`config.mk`:
```
export PLATFORM = sky130hd
export DESIGN_NAME = dmem_arbiter_flat
export DESIGN_NICKNAME = d
export VERILOG_FILES = /design/src/rtl/dmem_arbiter_if.sv /design/src/rtl/dmem_arbiter.sv /design/src/flat_wrapper.sv
export SDC_FILE = /design/constraint.sdc
export NUM_CORES = 1
export LEC_CHECK = 0
export CORE_AREA = 2 2 121 123
export CTS_CLUSTER_SIZE = 10
export DETAILED_ROUTE_END_ITERATION = 10
export DIE_AREA = 0 0 123 125
export GPL_TIMING_DRIVEN = 0
export PLACE_DENSITY_LB_ADDON = 0.15
export SYNTH_ARGS = -nofsm -noshare
export SYNTH_HDL_FRONTEND = slang
export SYNTH_SLANG_ARGS = --single-unit
export TNS_END_PERCENT = 30
```
`constraint.sdc`:
```
create_clock -name clk -period 4.73 [get_ports clk]
set_input_delay 0.473 -clock clk [delete_from_list [all_inputs] [get_ports clk]]
set_output_delay 0.473 -clock clk [all_outputs]
set_load 0.01 [all_outputs]
```
`src/rtl/dmem_arbiter_if.sv`:
```
`default_nettype none
// ============================================================================
// Module   : dmem_arbiter_if
// Brief    : Bundle of the MEM-stage, loader and dmem buses around dmem_arbiter.
// Revision : 1.0
// ============================================================================
interface dmem_arbiter_if;
    logic        cpu_req;
    logic        cpu_we;
    logic [31:0] cpu_addr;
    logic [31:0] cpu_wdata;
    logic [2:0]  cpu_func3;
    logic [31:0] cpu_rdata;
    logic        cpu_stall;

    logic        dbg_req;
    logic        dbg_we;
    logic [31:0] dbg_addr;
    logic [31:0] dbg_wdata;
    logic [2:0]  dbg_func3;
    logic        dbg_gnt;
    logic        dbg_rvalid;
    logic [31:0] dbg_rdata;

    logic [31:0] mem_addr;
    logic [31:0] mem_wdata;
    logic [2:0]  mem_func3;
    logic        mem_wr_en;
    logic        mem_rd_en;
    logic [31:0] mem_rdata;

    // Arbiter side
    modport slave (
        input  cpu_req, cpu_we, cpu_addr, cpu_wdata, cpu_func3,
        output cpu_rdata, cpu_stall,
        input  dbg_req, dbg_we, dbg_addr, dbg_wdata, dbg_func3,
        output dbg_gnt, dbg_rvalid, dbg_rdata,
        output mem_addr, mem_wdata, mem_func3, mem_wr_en, mem_rd_en,
        input  mem_rdata
    );

    // Requester / memory side
    modport master (
        output cpu_req, cpu_we, cpu_addr, cpu_wdata, cpu_func3,
        input  cpu_rdata, cpu_stall,
        output dbg_req, dbg_we, dbg_addr, dbg_wdata, dbg_func3,
        input  dbg_gnt, dbg_rvalid, dbg_rdata,
        input  mem_addr, mem_wdata, mem_func3, mem_wr_en, mem_rd_en,
        output mem_rdata
    );
endinterface
`default_nettype wire

```
`src/rtl/dmem_arbiter.sv`:
```
`default_nettype none
// ============================================================================
// Module   : dmem_arbiter
// Brief    : Shares dmem between the MEM stage (default priority) and an
//            aged loader port that stalls the CPU for at most one cycle.
// Revision : 1.0
// ============================================================================
module dmem_arbiter #(
    parameter int AGE_LIMIT = 4
) (
    input  wire logic      clk,
    input  wire logic      rst,
    dmem_arbiter_if.slave  bus
);
    localparam int CNT_W = $clog2(AGE_LIMIT + 1);
    localparam logic [CNT_W-1:0] c_AGE_MAX = CNT_W'(AGE_LIMIT);

    typedef enum logic [0:0] {
        ST_ARB   = 1'b0,
        ST_GUARD = 1'b1
    } state_t;

    state_t           r_state;
    state_t           w_state_nxt;
    logic [CNT_W-1:0] r_wait_cnt;
    logic [CNT_W-1:0] w_wait_nxt;
    logic             r_dbg_rvalid;
    logic [31:0]      r_dbg_rdata;

    logic             w_dbg_win;
    logic             w_cpu_act;

    // Loader wins in ARB when the CPU is idle or the loader has aged out;
    // reset suppresses it so a pending loader write is dropped.
    assign w_dbg_win = !rst && (r_state == ST_ARB) && bus.dbg_req &&
                       (!bus.cpu_req || (r_wait_cnt == c_AGE_MAX));
    assign w_cpu_act = !rst && !w_dbg_win && bus.cpu_req;

    assign bus.mem_addr   = w_dbg_win ? bus.dbg_addr  : bus.cpu_addr;
    assign bus.mem_wdata  = w_dbg_win ? bus.dbg_wdata : bus.cpu_wdata;
    assign bus.mem_func3  = w_dbg_win ? bus.dbg_func3 : bus.cpu_func3;
    assign bus.mem_wr_en  = (w_dbg_win && bus.dbg_we)  || (w_cpu_act && bus.cpu_we);
    assign bus.mem_rd_en  = (w_dbg_win && !bus.dbg_we) || (w_cpu_act && !bus.cpu_we);

    assign bus.cpu_rdata  = bus.mem_rdata;
    assign bus.cpu_stall  = w_dbg_win && bus.cpu_req;
    assign bus.dbg_gnt    = w_dbg_win;
    assign bus.dbg_rvalid = r_dbg_rvalid;
    assign bus.dbg_rdata  = r_dbg_rdata;

    always_comb begin
        w_state_nxt = ST_ARB;
        w_wait_nxt  = r_wait_cnt;
        if ((r_state == ST_ARB) && w_dbg_win && bus.cpu_req) begin
            w_state_nxt = ST_GUARD;
        end
        if (w_dbg_win || !bus.dbg_req) begin
            w_wait_nxt = '0;
        end else if (r_wait_cnt != c_AGE_MAX) begin
            w_wait_nxt = r_wait_cnt + CNT_W'(1);
        end
    end

    always_ff @(posedge clk) begin
        if (rst) begin
            r_state      <= ST_ARB;
            r_wait_cnt   <= '0;
            r_dbg_rvalid <= 1'b0;
            r_dbg_rdata  <= '0;
        end else begin
            r_state      <= w_state_nxt;
            r_wait_cnt   <= w_wait_nxt;
            r_dbg_rvalid <= w_dbg_win && !bus.dbg_we;
            if (w_dbg_win && !bus.dbg_we) begin
                r_dbg_rdata <= bus.mem_rdata;
            end
        end
    end
endmodule
`default_nettype wire

```
`src/flat_wrapper.sv`:
```
// flat-port wrapper written by rule: the top's interface ports become plain ports
module dmem_arbiter_flat 
#(
    parameter int AGE_LIMIT = 4
)
  (clk, rst, bus_cpu_req, bus_cpu_we, bus_cpu_addr, bus_cpu_wdata, bus_cpu_func3, bus_cpu_rdata, bus_cpu_stall, bus_dbg_req, bus_dbg_we, bus_dbg_addr, bus_dbg_wdata, bus_dbg_func3, bus_dbg_gnt, bus_dbg_rvalid, bus_dbg_rdata, bus_mem_addr, bus_mem_wdata, bus_mem_func3, bus_mem_wr_en, bus_mem_rd_en, bus_mem_rdata);
  dmem_arbiter_if bus_i ();
  input  wire logic clk;
  input  wire logic rst;
  input wire logic [$bits(bus_i.cpu_req)-1:0] bus_cpu_req;
  input wire logic [$bits(bus_i.cpu_we)-1:0] bus_cpu_we;
  input wire logic [$bits(bus_i.cpu_addr)-1:0] bus_cpu_addr;
  input wire logic [$bits(bus_i.cpu_wdata)-1:0] bus_cpu_wdata;
  input wire logic [$bits(bus_i.cpu_func3)-1:0] bus_cpu_func3;
  output wire logic [$bits(bus_i.cpu_rdata)-1:0] bus_cpu_rdata;
  output wire logic [$bits(bus_i.cpu_stall)-1:0] bus_cpu_stall;
  input wire logic [$bits(bus_i.dbg_req)-1:0] bus_dbg_req;
  input wire logic [$bits(bus_i.dbg_we)-1:0] bus_dbg_we;
  input wire logic [$bits(bus_i.dbg_addr)-1:0] bus_dbg_addr;
  input wire logic [$bits(bus_i.dbg_wdata)-1:0] bus_dbg_wdata;
  input wire logic [$bits(bus_i.dbg_func3)-1:0] bus_dbg_func3;
  output wire logic [$bits(bus_i.dbg_gnt)-1:0] bus_dbg_gnt;
  output wire logic [$bits(bus_i.dbg_rvalid)-1:0] bus_dbg_rvalid;
  output wire logic [$bits(bus_i.dbg_rdata)-1:0] bus_dbg_rdata;
  output wire logic [$bits(bus_i.mem_addr)-1:0] bus_mem_addr;
  output wire logic [$bits(bus_i.mem_wdata)-1:0] bus_mem_wdata;
  output wire logic [$bits(bus_i.mem_func3)-1:0] bus_mem_func3;
  output wire logic [$bits(bus_i.mem_wr_en)-1:0] bus_mem_wr_en;
  output wire logic [$bits(bus_i.mem_rd_en)-1:0] bus_mem_rd_en;
  input wire logic [$bits(bus_i.mem_rdata)-1:0] bus_mem_rdata;
  assign bus_i.cpu_req = bus_cpu_req;
  assign bus_i.cpu_we = bus_cpu_we;
  assign bus_i.cpu_addr = bus_cpu_addr;
  assign bus_i.cpu_wdata = bus_cpu_wdata;
  assign bus_i.cpu_func3 = bus_cpu_func3;
  assign bus_cpu_rdata = bus_i.cpu_rdata;
  assign bus_cpu_stall = bus_i.cpu_stall;
  assign bus_i.dbg_req = bus_dbg_req;
  assign bus_i.dbg_we = bus_dbg_we;
  assign bus_i.dbg_addr = bus_dbg_addr;
  assign bus_i.dbg_wdata = bus_dbg_wdata;
  assign bus_i.dbg_func3 = bus_dbg_func3;
  assign bus_dbg_gnt = bus_i.dbg_gnt;
  assign bus_dbg_rvalid = bus_i.dbg_rvalid;
  assign bus_dbg_rdata = bus_i.dbg_rdata;
  assign bus_mem_addr = bus_i.mem_addr;
  assign bus_mem_wdata = bus_i.mem_wdata;
  assign bus_mem_func3 = bus_i.mem_func3;
  assign bus_mem_wr_en = bus_i.mem_wr_en;
  assign bus_mem_rd_en = bus_i.mem_rd_en;
  assign bus_i.mem_rdata = bus_mem_rdata;
  dmem_arbiter #(.AGE_LIMIT(AGE_LIMIT)) u_core (.clk(clk), .rst(rst), .bus(bus_i));
endmodule
```
==> impl_metrics.json <==
{
  "p_leak_nw": 2.584,
  "ys_ff_latch": 37,
  "grt_setup_unrepaired": "no",
  "wl_um": 13410,
  "nets": 771,
  "synth_cell_types": 25,
  "fin_worst_skew_ns": 0.002221,
  "tritoncts": "done",
  "worstPathRequired_ns": 4.26,
  "antenna_found_initial": 0,
  "drt_iter0_drc": 63,
  "grt_pass1_vias": 3408,
  "startpoint_type": "primary input",
  "drt_pass1_iterations": 4,
  "status": "complete, no violations",
  "pin_count": 308,
  "io_buffers": 306,
  "rows": 44,
  "arrival_ns": 2.80,
  "drive_gt1_share_pct": 20.27,
  "cts_root_buffer": "clkbuf_16",
  "min-delay-start": "rst",
  "numCtsBuffers": 5,
  "p_per_area_mw_per_mm2": 179.3,
  "cts_resized": 0,
  "fin_setup_tns_ns": 0,
  "fmax_mhz": 305.3,
  "syn-num-nets": 458,
  "place_inst": 774,
  "coreArea_mm2": 0.01420,
  "ir_worst_vdd_mv": 0.1784,
  "area_growth_pct": 121.5,
  "place_hpwl_um": 10990,
  "synth_area_per_cell_um2": 9.957,
  "r2r-start": "u_core.r_wait_cnt[0]$_SDFFE_PP0N_",
  "initial_core_util_pct": 19.91,
  "postPlaceCellArea_mm2": 0.006121,
  "maxSlewViolCount": 0,
  "htreeDepth": 2,
  "die_area_mm2": 0.01538,
  "drc": 0,
  "syn_area_mm2": 0.002828,
  "worst_pin_slew_ns": 0.5537,
  "grt_pass1_wl_um": 19340,
  "drv_cap": 0,
  "slowest_stage": "clkdlybuf4s50_1",
  "crit_start": "bus_cpu_req",
  "worstSetupPathType": "primary input to primary output",
  "gr-total-overflow": 0,
  "post-cts-setup-buffers": 0,
  "cp_cell_sequence": "clkdlybuf4s50_1, a21boi_1, or3_1, buf_6, buf_6, mux2_4, clkdlybuf4s50_1",
  "setup_viol": 0,
  "slew_headroom_pct": 62.99,
  "wl_per_cell_um": 17.18,
  "clock_latency_ns": 0.28,
  "clk_pin_slew_ns": 0.05,
  "hold_class": "primary input to flop",
  "clockBufferDepth": 2,
  "fill_cells": 1376,
  "antenna_cells": 0,
  "yosysSeqAreaShare_pct": 26.19,
  "critPathMaxFanout": 10,
  "cts.sinks": 37,
  "ctsHoldBuffers": 0,
  "fin_crit_sh_pct": 69.24,
  "hold_viol": 0,
  "fin_area_mm2": 0.006264,
  "dieWidth_um": 123,
  "vias": 3268,
  "yosys_warnings": 0,
  "critPathCaptureType": "primary output",
  "grt_max_degree": 11,
  "ant_nets": 0,
  "grt_use_total_pct": 16.25,
  "routed_via_density": 4.184,
  "slowest_delay_ns": 0.53,
  "syn_inst": 284,
  "fin_cells": 781,
  "fp.dieH_um": 125,
  "place_congestion": 0.7772,
  "min_period_ns": 3.275
}
==> per-layer routing <==
metal | GRT usage, % | wire length (um) | part of all wire [%] | up-vias
li1 | - | - | - | 1607
met1 | 16.96 | 4947 | 37 | 1479
met2 | 30.22 | 6711 | 50 | 165
met3 | 5.703 | 1447 | 11 | 17
met4 | 4.545 | 307 | 2.3 | 0
met5 | 0 | 0 | 0 | -
==> critical path, delay by kind of cell <==
family,cells,cell delay [ns]
and+or+nand+nor,1,0.20
AOI/OAI and AO/OA,1,0.44
buffers and inverters,4,1.37
muxes,1,0.31
==> state kept, by name, indices dropped and copies added, names as in the netlist <==
name / flops
u_core.bus.dbg_rdata: 32
u_core.r_wait_cnt: 3
u_core.bus.dbg_rvalid: 1
u_core.r_state: 1
==> layout by cell type (no fill, tap or decap), drive strengths merged, types with 2 or more instances in the layout <==
| cell | count |
|---|---|
| clkdlybuf4s50 | 306 |
| nand2 | 2 |
| a21oi | 32 |
| nand3 | 32 |
| nor3 | 3 |
| buf | 44 |
| clkbuf | 20 |
| ha | 2 |
| inv | 5 |
| o21ai | 33 |
| mux2 | 68 |
| nor2 | 2 |
| dfxtp | 37 |
==> cells in the mapped netlist <==
master     n  area [um^2]
a21bo_2    1        10.01
a21boi_1   1        7.510
a21oi_1   32        160.2
buf_2      3        15.01
buf_4     33        247.7
buf_6      8        90.09
clkbuf_1  13        48.80
dfxtp_1   37        740.7
ha_1       2        25.02
inv_1      5        18.77
mux2_4    68         1021
mux2i_1    1        10.01
nand2_1    2        7.510
nand2b_4   1        13.76
nand3_1   32        160.2
nand3b_1   1        7.510
nor2_1     2        7.510
nor3_1     3        15.01
nor3b_1    1        7.510
nor4b_2    1        15.01
o21ai_0   33        165.2
o41ai_1    1        8.760
or3_1      1        6.260
or4b_1     1        10.01
xnor2_1    1        8.760
==> power by group <==
part / switching (mW) / leakage (nW) / total (mW) / internal, mW
registers: 0.00357 / 0.300 / 0.322 / 0.319
clock network: 0.123 / 0.0700 / 0.330 / 0.207
logic: 0.151 / 2.21 / 0.471 / 0.320
total: 0.278 / 2.58 / 1.12 / 0.846
==> path summary, 6_finish.rpt <==
| kind | depth (start not counted) | endpoint | slack, ns |
|---|---|---|---|
| worst max-delay path | 7 | bus_mem_func3[1] | 1.45 |
| worst min-delay path | 2 | u_core.bus.dbg_rdata[28]$_SDFFE_PP0P_ | 0.45 |
| worst max register to register | 6 | u_core.bus.dbg_rdata[31]$_SDFFE_PP0P_ | 2.89 |
| worst min register to register | 2 | u_core.bus.dbg_rdata[18]$_SDFFE_PP0P_ | 0.47 |
==> through the flow <==
stage / worst slack, ns / power [mW] / hold WS, ns / utilization, %
floorplan: 2.524 / 0.5024 / 0.4976 / -
global placement: 1.398 / 0.7975 / 0.4621 / 43.09
detailed placement: 1.390 / 0.8025 / 0.4678 / 43.09
CTS: 1.382 / 1.140 / 0.4589 / 44.10
global route: 1.308 / 1.171 / 0.4707 / 44.10
finish: 1.455 / 1.123 / 0.4486 / 44.10
==> kinds of logic after synthesis <==
kind of cell	count (synthesis)	synth area share [%]
compound gates	68	12.43
xor+xnor	1	0.3098
fa+ha+maj	2	0.8848
buf+inv	62	14.87
flops	37	26.19
mux	69	36.46
simple gates	45	8.850
==> cell type report <==
cell class,count,area [um^2],area share (%)
timing repair buffer,306,3063,48.90
multi-input combinational,185,1667,26.61
buffer,57,401.6,6.412
clock buffer,7,142.6,2.277
sequential,37,740.7,11.83
tap,184,230.2,3.676
inverter,5,18.77,0.2996
Note: power is estimated with default switching activity, not from simulation.
